$ cat src/rtl/aes_pkg.sv
// Shared AES definitions: sizes, round-constant start value, GF(2^8) xtime and the
// key-schedule / cipher-control state encoding.
package aes_pkg;

   localparam int NR    = 10;
   localparam int KEY_W = 128;
   localparam int RK_W  = 128;
   localparam int EXP_W = (NR + 1) * RK_W;

   localparam logic [7:0] RCON_INIT = 8'h01;

   typedef enum logic {
      IDLE,
      EXPAND
   } aes_state_e;

   // Multiply by x in GF(2^8) modulo x^8 + x^4 + x^3 + x + 1.
   function automatic logic [7:0] xtime(input logic [7:0] b);
      return {b[6:0], 1'b0} ^ (b[7] ? 8'h1b : 8'h00);
   endfunction

endpackage

$ cat src/rtl/aes_sbox.sv
// Combinational AES forward S-box: one byte in, its substitution out.
module aes_sbox (
   input  logic [7:0] value,
   output logic [7:0] subst
);

   localparam logic [7:0] SBOX [256] = '{
      8'h63, 8'h7c, 8'h77, 8'h7b, 8'hf2, 8'h6b, 8'h6f, 8'hc5, 8'h30, 8'h01, 8'h67, 8'h2b, 8'hfe, 8'hd7, 8'hab, 8'h76,
      8'hca, 8'h82, 8'hc9, 8'h7d, 8'hfa, 8'h59, 8'h47, 8'hf0, 8'had, 8'hd4, 8'ha2, 8'haf, 8'h9c, 8'ha4, 8'h72, 8'hc0,
      8'hb7, 8'hfd, 8'h93, 8'h26, 8'h36, 8'h3f, 8'hf7, 8'hcc, 8'h34, 8'ha5, 8'he5, 8'hf1, 8'h71, 8'hd8, 8'h31, 8'h15,
      8'h04, 8'hc7, 8'h23, 8'hc3, 8'h18, 8'h96, 8'h05, 8'h9a, 8'h07, 8'h12, 8'h80, 8'he2, 8'heb, 8'h27, 8'hb2, 8'h75,
      8'h09, 8'h83, 8'h2c, 8'h1a, 8'h1b, 8'h6e, 8'h5a, 8'ha0, 8'h52, 8'h3b, 8'hd6, 8'hb3, 8'h29, 8'he3, 8'h2f, 8'h84,
      8'h53, 8'hd1, 8'h00, 8'hed, 8'h20, 8'hfc, 8'hb1, 8'h5b, 8'h6a, 8'hcb, 8'hbe, 8'h39, 8'h4a, 8'h4c, 8'h58, 8'hcf,
      8'hd0, 8'hef, 8'haa, 8'hfb, 8'h43, 8'h4d, 8'h33, 8'h85, 8'h45, 8'hf9, 8'h02, 8'h7f, 8'h50, 8'h3c, 8'h9f, 8'ha8,
      8'h51, 8'ha3, 8'h40, 8'h8f, 8'h92, 8'h9d, 8'h38, 8'hf5, 8'hbc, 8'hb6, 8'hda, 8'h21, 8'h10, 8'hff, 8'hf3, 8'hd2,
      8'hcd, 8'h0c, 8'h13, 8'hec, 8'h5f, 8'h97, 8'h44, 8'h17, 8'hc4, 8'ha7, 8'h7e, 8'h3d, 8'h64, 8'h5d, 8'h19, 8'h73,
      8'h60, 8'h81, 8'h4f, 8'hdc, 8'h22, 8'h2a, 8'h90, 8'h88, 8'h46, 8'hee, 8'hb8, 8'h14, 8'hde, 8'h5e, 8'h0b, 8'hdb,
      8'he0, 8'h32, 8'h3a, 8'h0a, 8'h49, 8'h06, 8'h24, 8'h5c, 8'hc2, 8'hd3, 8'hac, 8'h62, 8'h91, 8'h95, 8'he4, 8'h79,
      8'he7, 8'hc8, 8'h37, 8'h6d, 8'h8d, 8'hd5, 8'h4e, 8'ha9, 8'h6c, 8'h56, 8'hf4, 8'hea, 8'h65, 8'h7a, 8'hae, 8'h08,
      8'hba, 8'h78, 8'h25, 8'h2e, 8'h1c, 8'ha6, 8'hb4, 8'hc6, 8'he8, 8'hdd, 8'h74, 8'h1f, 8'h4b, 8'hbd, 8'h8b, 8'h8a,
      8'h70, 8'h3e, 8'hb5, 8'h66, 8'h48, 8'h03, 8'hf6, 8'h0e, 8'h61, 8'h35, 8'h57, 8'hb9, 8'h86, 8'hc1, 8'h1d, 8'h9e,
      8'he1, 8'hf8, 8'h98, 8'h11, 8'h69, 8'hd9, 8'h8e, 8'h94, 8'h9b, 8'h1e, 8'h87, 8'he9, 8'hce, 8'h55, 8'h28, 8'hdf,
      8'h8c, 8'ha1, 8'h89, 8'h0d, 8'hbf, 8'he6, 8'h42, 8'h68, 8'h41, 8'h99, 8'h2d, 8'h0f, 8'hb0, 8'h54, 8'hbb, 8'h16
   };

   assign subst = SBOX[value];

endmodule

$ cat src/rtl/keyexpansion.sv
// Iterative AES-128 key schedule: one round key per clock into an 11-slot expanded-key bus.
// Optional per-round key stream enabled by macro KEYEXPANSION_ROUNDKEY_PORT_EN.
//
// Handshake: start is accepted on any rising edge where busy==0 (state IDLE); key is sampled
// only on that edge. busy stays high for the 10 expansion edges; finish pulses one cycle
// after the last slot is written, and a start in that cycle is accepted immediately.
module keyexpansion
   import aes_pkg::*;
#(
   parameter int NR    = aes_pkg::NR,
   parameter int KEY_W = aes_pkg::KEY_W
) (
   input  logic                      clk,
   input  logic                      rst,
   input  logic [KEY_W-1:0]          key,
   input  logic                      start,
   output logic [(NR+1)*KEY_W-1:0]   expanded_key,
   output logic                      busy,
   output logic                      finish
`ifdef KEYEXPANSION_ROUNDKEY_PORT_EN
   ,
   output logic [KEY_W-1:0]          round_key,
   output logic [3:0]                round_idx,
   output logic                      round_valid
`endif
);

   if (NR != 10 || KEY_W != 128) begin : g_bad_cfg
      $error("keyexpansion supports AES-128 only (NR=10, KEY_W=128)");
   end

   aes_state_e        state;
   aes_state_e        state_next;
   logic              busy_next;
   logic              finish_next;
   logic              load;
   logic              step;
   logic              last;
   logic [3:0]        rnd;
   logic [7:0]        rcon;
   logic [RK_W-1:0]   prev_key;
   logic [RK_W-1:0]   next_key;
   logic [31:0]       w0, w1, w2, w3;
   logic [31:0]       rot_w, sub_w, t_w;
   logic [31:0]       n0, n1, n2, n3;

   always_comb begin
      prev_key = '0;
      for (int r = 1; r <= NR; r++) begin
         if (rnd == 4'(r)) prev_key = expanded_key[(r-1)*RK_W +: RK_W];
      end
   end

   assign w0    = prev_key[127:96];
   assign w1    = prev_key[95:64];
   assign w2    = prev_key[63:32];
   assign w3    = prev_key[31:0];
   assign rot_w = {w3[23:0], w3[31:24]};

   for (genvar i = 0; i < 4; i++) begin : g_subword
      aes_sbox u_sbox (
         .value (rot_w[8*i +: 8]),
         .subst (sub_w[8*i +: 8])
      );
   end

   assign t_w      = sub_w ^ {rcon, 24'h0};
   assign n0       = w0 ^ t_w;
   assign n1       = w1 ^ n0;
   assign n2       = w2 ^ n1;
   assign n3       = w3 ^ n2;
   assign next_key = {n0, n1, n2, n3};

   always_comb begin
      state_next = state;
      load       = 1'b0;
      step       = 1'b0;
      last       = 1'b0;
      case (state)
         IDLE: begin
            if (start) begin
               load       = 1'b1;
               state_next = EXPAND;
            end
         end
         EXPAND: begin
            step = 1'b1;
            if (rnd == 4'(NR)) begin
               last       = 1'b1;
               state_next = IDLE;
            end
         end
         default: state_next = IDLE;
      endcase
      busy_next   = (state_next == EXPAND);
      finish_next = last;
   end

   always_ff @(posedge clk or negedge rst) begin
      if (!rst) begin
         state        <= IDLE;
         busy         <= 1'b0;
         finish       <= 1'b0;
         rnd          <= 4'd0;
         rcon         <= RCON_INIT;
         expanded_key <= '0;
      end else begin
         state  <= state_next;
         busy   <= busy_next;
         finish <= finish_next;
         if (load) begin
            expanded_key[RK_W-1:0] <= key;
            rcon                   <= RCON_INIT;
            rnd                    <= 4'd1;
         end else if (step) begin
            for (int r = 1; r <= NR; r++) begin
               if (rnd == 4'(r)) expanded_key[r*RK_W +: RK_W] <= next_key;
            end
            rcon <= xtime(rcon);
            // Park the counter at 0 after the final round so it never exceeds NR.
            rnd  <= last ? 4'd0 : rnd + 4'd1;
         end
      end
   end

`ifdef KEYEXPANSION_ROUNDKEY_PORT_EN
   always_ff @(posedge clk or negedge rst) begin
      if (!rst) begin
         round_key   <= '0;
         round_idx   <= 4'd0;
         round_valid <= 1'b0;
      end else begin
         round_valid <= load | step;
         if (load) begin
            round_key <= key;
            round_idx <= 4'd0;
         end else if (step) begin
            round_key <= next_key;
            round_idx <= rnd;
         end
      end
   end
`endif

endmodule

$ cat config.mk
export PLATFORM = sky130hd
export DESIGN_NAME = keyexpansion
export DESIGN_NICKNAME = d
export VERILOG_FILES = /design/src/rtl/aes_pkg.sv /design/src/rtl/aes_sbox.sv /design/src/rtl/keyexpansion.sv
export SDC_FILE = /design/constraint.sdc
export NUM_CORES = 2
export LEC_CHECK = 0
export BUFFER_PORTS_ARGS = -buffer_cell sky130_fd_sc_hd__buf_2
export CORE_AREA = 2 2 598 600
export DETAILED_ROUTE_END_ITERATION = 6
export DIE_AREA = 0 0 600 602
export MAX_ROUTING_LAYER = met4
export PLACE_DENSITY = 0.36
export REMOVE_ABC_BUFFERS = 1
export SYNTH_ARGS = -nofsm -noshare
export SYNTH_HDL_FRONTEND = slang
export SYNTH_SLANG_ARGS = --single-unit
$ cat constraint.sdc
create_clock -name clk -period 6.7 [get_ports clk]
set_input_delay 0.67 -clock clk [delete_from_list [all_inputs] [get_ports clk]]
set_output_delay 0.67 -clock clk [all_outputs]
set_load 0.02 [all_outputs]
Yosys cells after proc, flatten, opt, wreduce, memory -nomap -nowiden:

Memories as Yosys holds them, arrays and structs flattened.
Cells that the tools add are included.

* add/subtract/negate cells: 1
* order comparisons: 4
* eq/ne operators: 10
* multiplexer cells: 31
* bitwise operators: 12
* reduce and logical (&&, ||, !) cells: 11

Operators with widths (number)
* 128-bit 2-to-1 mux: 10
* 32-bit bitwise XOR: 5
* 8-bit 2-to-1 mux: 10
* 9-bit >= comparator, second input constant: 4
* 8-bit inverter with 9-bit output: 4
* 3-bit AND reduction: 10
* 4-bit by 3-bit == test with 1-bit output, second input constant: 4
* 4-bit == test, second input constant: 3
* 4-bit 2-to-1 mux: 3
* 4-bit by 2-bit == test with 1-bit output, second input constant: 2
* 8-bit by 5-bit bitwise XOR with 8-bit output: 1
* 1-bit 2-to-1 mux: 6
* 5-bit 2-to-1 mux: 1
* 4-bit by 1-bit adder with 4-bit output, second input constant: 1
* 4-bit by 1-bit == test with 1-bit output, second input constant: 1
* 1-bit inverter: 2
* 1-bit case mux with 2 select lines: 1
* 2-bit nonzero test: 1

* flip-flop bits (word level): 1422
* memory bits (read-only): 8192
* bits of input ports: 131
* output and inout bits: 1410
* logic and storage cells: 88
* memories kept: 4

Memories
* (name not given): depth 256, width 8, read ports 1, clocked after Yosys merged registers in 0, wr ports 0, RTL line aes_sbox.sv:26 `assign subst = SBOX[value];`
* (name not given): depth 256, width 8, read ports 1, clocked after Yosys merged registers in 0, wr ports 0, RTL line aes_sbox.sv:26
* (name not given): depth 256, width 8, read ports 1, clocked after Yosys merged registers in 0, wr ports 0, RTL line aes_sbox.sv:26
* (name not given): depth 256, width 8, read ports 1, clocked after Yosys merged registers in 0, wr ports 0, RTL line aes_sbox.sv:26

Depth between registers and ports, before layout:

* word-level depth: 20
* gate-level depth with buffers: 26
* gate-level depth less buffers: 19

Cells and area by module:

A second synthesis with hierarchy kept.

* cells, all modules: 8843
* area total of the unflattened synthesis: 77232.8 um^2

By module, submodules not included
* keyexpansion: instances 1, cells each 6769, area an instance 64384.2 um^2, seq. area each 35585.4 um^2
* aes_sbox at g_subword[2].u_sbox ...: instances 2, cells each 507, area an instance 3179.3 um^2, seq. area each 0.0 um^2
* aes_sbox at g_subword[0].u_sbox: instances 1, cells each 550, area an instance 3387.0 um^2, seq. area each 0.0 um^2
* aes_sbox at g_subword[1].u_sbox: instances 1, cells each 510, area an instance 3103.0 um^2, seq. area each 0.0 um^2

Least setup slack after synthesis:

Ideal clock, no wire load.

* kind: register to register
* start: register rnd[0]
* end: register expanded_key[287]
* setup time: 144 ps
* arrival: 5083 ps
* required time: 6556 ps
* slack: 1474 ps
* cell stages (with the launch flop): 22
* buffers on the path: 4
* period minus slack after synthesis: 5226 ps
* path through: dfrtp_1 > inv_1 > ha_1 > buf_4 > buf_2 > buf_2 > a21oi_1 > o32ai_1 > o221a_2 > nor2_1 > clkbuf_1 > ha_1 > nor4_2 > a21oi_1 > mux4_2 > o22ai_1 > a311oi_1 > a31oi_1 > xnor2_1 > xnor2_1 > xnor2_1 > o21ai_0

* cells in the longest elaborated chain, start to end: 20
* elaborated cells between the ends (all ways): 30
* those cells by class: eq/ne: 10; mux: 12; bitwise: 6; reduce/logical: 1; memory: 1

Ends and longest elaborated chain
* start: declaration: RTL line keyexpansion.sv:39 `logic [3:0] rnd;`
* start signal: assignment: RTL line keyexpansion.sv:121 `rnd <= last ? 4'd0 : rnd + 4'd1;`
* 4-bit by 1-bit == test with 1-bit output: RTL line keyexpansion.sv:50 `if (rnd == 4'(r)) prev_key = expanded_key[(r-1)*RK_W +: RK_W];`
* 128-bit 2-to-1 mux (10 in a row): RTL line keyexpansion.sv:50
* 8-bit inverter with 9-bit output (not written as such): RTL line aes_sbox.sv:26
* memory read 256 x 8 bit
* 8-bit 2-to-1 mux (not written as such) (2 in a row): RTL line aes_sbox.sv:26
* 32-bit bitwise XOR: RTL line keyexpansion.sv:67 `assign t_w = sub_w ^ {rcon, 24'h0};`
* 32-bit bitwise XOR: RTL line keyexpansion.sv:68 `assign n0 = w0 ^ t_w;`
* 32-bit bitwise XOR: RTL line keyexpansion.sv:69 `assign n1 = w1 ^ n0;`
* 32-bit bitwise XOR: RTL line keyexpansion.sv:70 `assign n2 = w2 ^ n1;`
* 32-bit bitwise XOR: RTL line keyexpansion.sv:71 `assign n3 = w3 ^ n2;`
* end signal: indexed assignment: RTL line keyexpansion.sv:112 `expanded_key[RK_W-1:0] <= key;`
* end signal: indexed assignment: RTL line keyexpansion.sv:117 `if (rnd == 4'(r)) expanded_key[r*RK_W +: RK_W] <= next_key;`
* end: declaration: RTL line keyexpansion.sv:17 `output logic [(NR+1)*KEY_W-1:0] expanded_key,`

Parallel ways exist; a longest one is shown, timed or not. The select of a mux whose other input is x is not followed.
A chain may end at the register's enable or synchronous reset.

Worst setup path in the final report:

* start: register rnd[1]
* end: register expanded_key[657]

The elaborated chain is that of the path after synthesis.

==> results.toml <==
[die]
die_x_um = 600
start_util = 0.217
fp.coreArea_um2 = 355000
fp.dieH_um = 602
rows = 219
boundaryPins = 1541
die-area_um2 = 361000

[clock_tree]
path_clk_slew_ps = 60
cts_buffers = 186
cts_buffer_depth = 4
cts_tree = "done"
clock-sinks = 1422
htreeDepth = 4
root_buffer = "clkbuf_16"
clock_latency_ps = 920

[timing]
grt_setup_unrepaired = "false"
slew_viol_final = 52
period_needed_ps = 6610
min_period_over_period = 0.986
setup-violations-final = 0
fin_tns_setup_ps = 0
skew_ps = 73.2
max_freq_mhz = 151
setup_ws_ps = 92.8
hold_viol = 0
whs_ps = 62.7
max_slew_margin = -0.0235
max_slew.worst_pin.slew_ps = 1540

[grt]
grt-ovfl-total = 0
antenna_found_initial = 53
grt_pass1_wl_mm = 809
grt_util_all_layers = 0.338
grt_max_degree = 166
grt_pass1_vias = 80959

[run]
cap_violations = 0

[critical_path]
ff2ff_path_depth = 24
r2r-start = "rnd[1]$_DFFE_PN0P_"
crit_type = "reg2reg"
rrSetupSlack_ps = 90
worstPathMaxFanout = 21
startpoint_type = "flip-flop"
critPathArrivalTime_ps = 7300
required_ps = 7400
end_kind = "flip-flop"
reg2reg_to = "expanded_key[657]$_DFFE_PN0P_"

[routing]
drtAntennaViolNets = 0
drt-total-wl_mm = 614
firstDrtPassIters = 6
vias_per_cell = 5.39
wire_per_inst_um = 39.6
drt_iter0_drc = 8691
vias = 83471
route.detailed.drc = 0

[cells_and_area]
drive_gt1_frac = 0.282
final_common_cell = "nand2_1"
fin_cells = 15494
syn_to_final_growth_pct = 33.3
layout_common_cells = "nand2_1, o21ai_0, buf_2"
nets = 10775

[placed_design]
io_buffers = 1540
hpwl_mm = 462
pre_cts_slack_ps = -133
gp_congestion = 0.955
place_inst = 15048

[run_status]
status = "finished, violations left"
violations = "slew limit"

[yosys]
syn_inst = 8813
synthArstFlopShare = 1.00
ys_seq_area_frac = 0.462
synthTopCellsByArea = "dfrtp_1, o21ai_0, nand2_1, a21oi_1, clkbuf_1"
synth_edf_count = 0
ys_ff_latch = 1422
synth.top_cell.area_share = 0.462
syn_avg_cell_area_um2 = 8.73
syn-cell-area_um2 = 77000
ys_warn_count = 0
synth_top_area_cell = "dfrtp_1"
synth_ff_type = "dfrtp_1"
synth_cell_types = 112

[worst_hold_path]
hp-class = "in2reg"
hold_depth = 2
min-delay-start = "key[108]"
hold_end = "expanded_key[108]$_DFFE_PN0P_"
-- how the worst max path moves through the flow --
stage,slack (ps),from,endpoint
finish,90,rnd[1]$_DFFE_PN0P_,expanded_key[657]$_DFFE_PN0P_
global route,20,rnd[1]$_DFFE_PN0P_,expanded_key[787]$_DFFE_PN0P_
CTS,20,rnd[0]$_DFFE_PN0P_,expanded_key[1042]$_DFFE_PN0P_
detailed placement,-130,rnd[1]$_DFFE_PN0P_,expanded_key[401]$_DFFE_PN0P_
global placement,-190,rnd[1]$_DFFE_PN0P_,expanded_key[657]$_DFFE_PN0P_
floorplan,-8260,rnd[0]$_DFFE_PN0P_,expanded_key[261]$_DFFE_PN0P_
-- sequential cells by signal, indices dropped and copies added, names as in the netlist --
signal and cells:
expanded_key 1408, rcon 8, rnd 4, finish 1, state 1
-- final cells by class --
| type | instances | area, µm² |
|---|---|---|
| Tap cell | 4751 | 5940 |
| Fill cell | 38150 | 252000 |
| Clock buffer | 269 | 5500 |
| Timing Repair Buffer | 2479 | 16400 |
| Antenna cell | 21 | 52.6 |
| Multi-Input combinational cell | 6434 | 38200 |
| Inverter | 62 | 233 |
| Clock inverter | 56 | 697 |
| Sequential cell | 1422 | 35600 |
-- cell usage after synthesis, types with 33 or more instances --
cell / instances
ha_1: 59
o21ai_0: 1634
nor3_1: 110
dfrtp_1: 1421
clkbuf_1: 543
inv_1: 51
buf_4: 56
a311oi_1: 80
o31ai_1: 33
a31oi_1: 81
o221ai_1: 57
xor2_1: 65
a21oi_1: 438
a221oi_1: 132
a22oi_1: 133
o311ai_0: 51
nand2_1: 1664
a221o_1: 73
a211oi_1: 110
o21ai_1: 50
o22ai_1: 102
o211ai_1: 172
nor2_1: 337
xnor2_1: 116
mux2i_1: 41
nand3_1: 142
mux2_2: 131
buf_1: 62
buf_2: 222
-- per-layer routing --
metal  global-route usage  part of all wire
met1                0.421              0.41
met2                0.541              0.47
met3               0.0593             0.066
met4                0.135             0.050
met5                    -                 0
-- worst max-delay path, cell delays in order (launching register included) --
cell and delay, ps:
dfrtp_1 470, inv_1 190, ha_4 360, buf_4 370, nand4bb_1 140, buf_4 230
o221ai_2 210, and2_1 220, buf_4 330, a211oi_1 80, buf_4 270, o21ai_1 630
buf_4 220, o311ai_0 120, a31oi_1 460, a22oi_1 130, o21ai_0 510, buf_4 220
xor2_2 80, buf_12 180, xnor2_2 200, buf_12 200, xnor2_1 140, buf_4 230
o21ai_0 110
-- cells by family (layout without fill, tap and decap cells) --
family,count (synthesis),after routing,share of synthesized area
AOI/OAI and AO/OA,3492,3492,0.284
and+or+nand+nor,2501,2501,0.137
muxes,182,182,0.0273
adders and majority gates,59,59,0.00959
xor gates and xnor gates,200,200,0.0250
other,0,21,0
buffers and inverters,957,2866,0.0541
DFF,1422,1422,0.462
-- stage by stage --
step,utilization,cell area [µm²]
final,0.289,103000
after global routing,0.289,103000
after CTS,0.289,102000
after detailed placement,0.268,95200
after global placement,0.268,95200
after floorplan,-,73000
-- repair_timing --
item | CTS | global route
resized for setup | 10 | 23
pin swaps | 0 | 1
setup endpoints to repair | 48 | 146
hold endpoints to repair | 186 | 0
setup buffers | 0 | 1
gates cloned | 0 | 0
hold buffers | 99 | 0
Power is left out: the tool's default activity adds up to more than one toggle a clock period on the data nets, which glitch-free logic cannot reach.
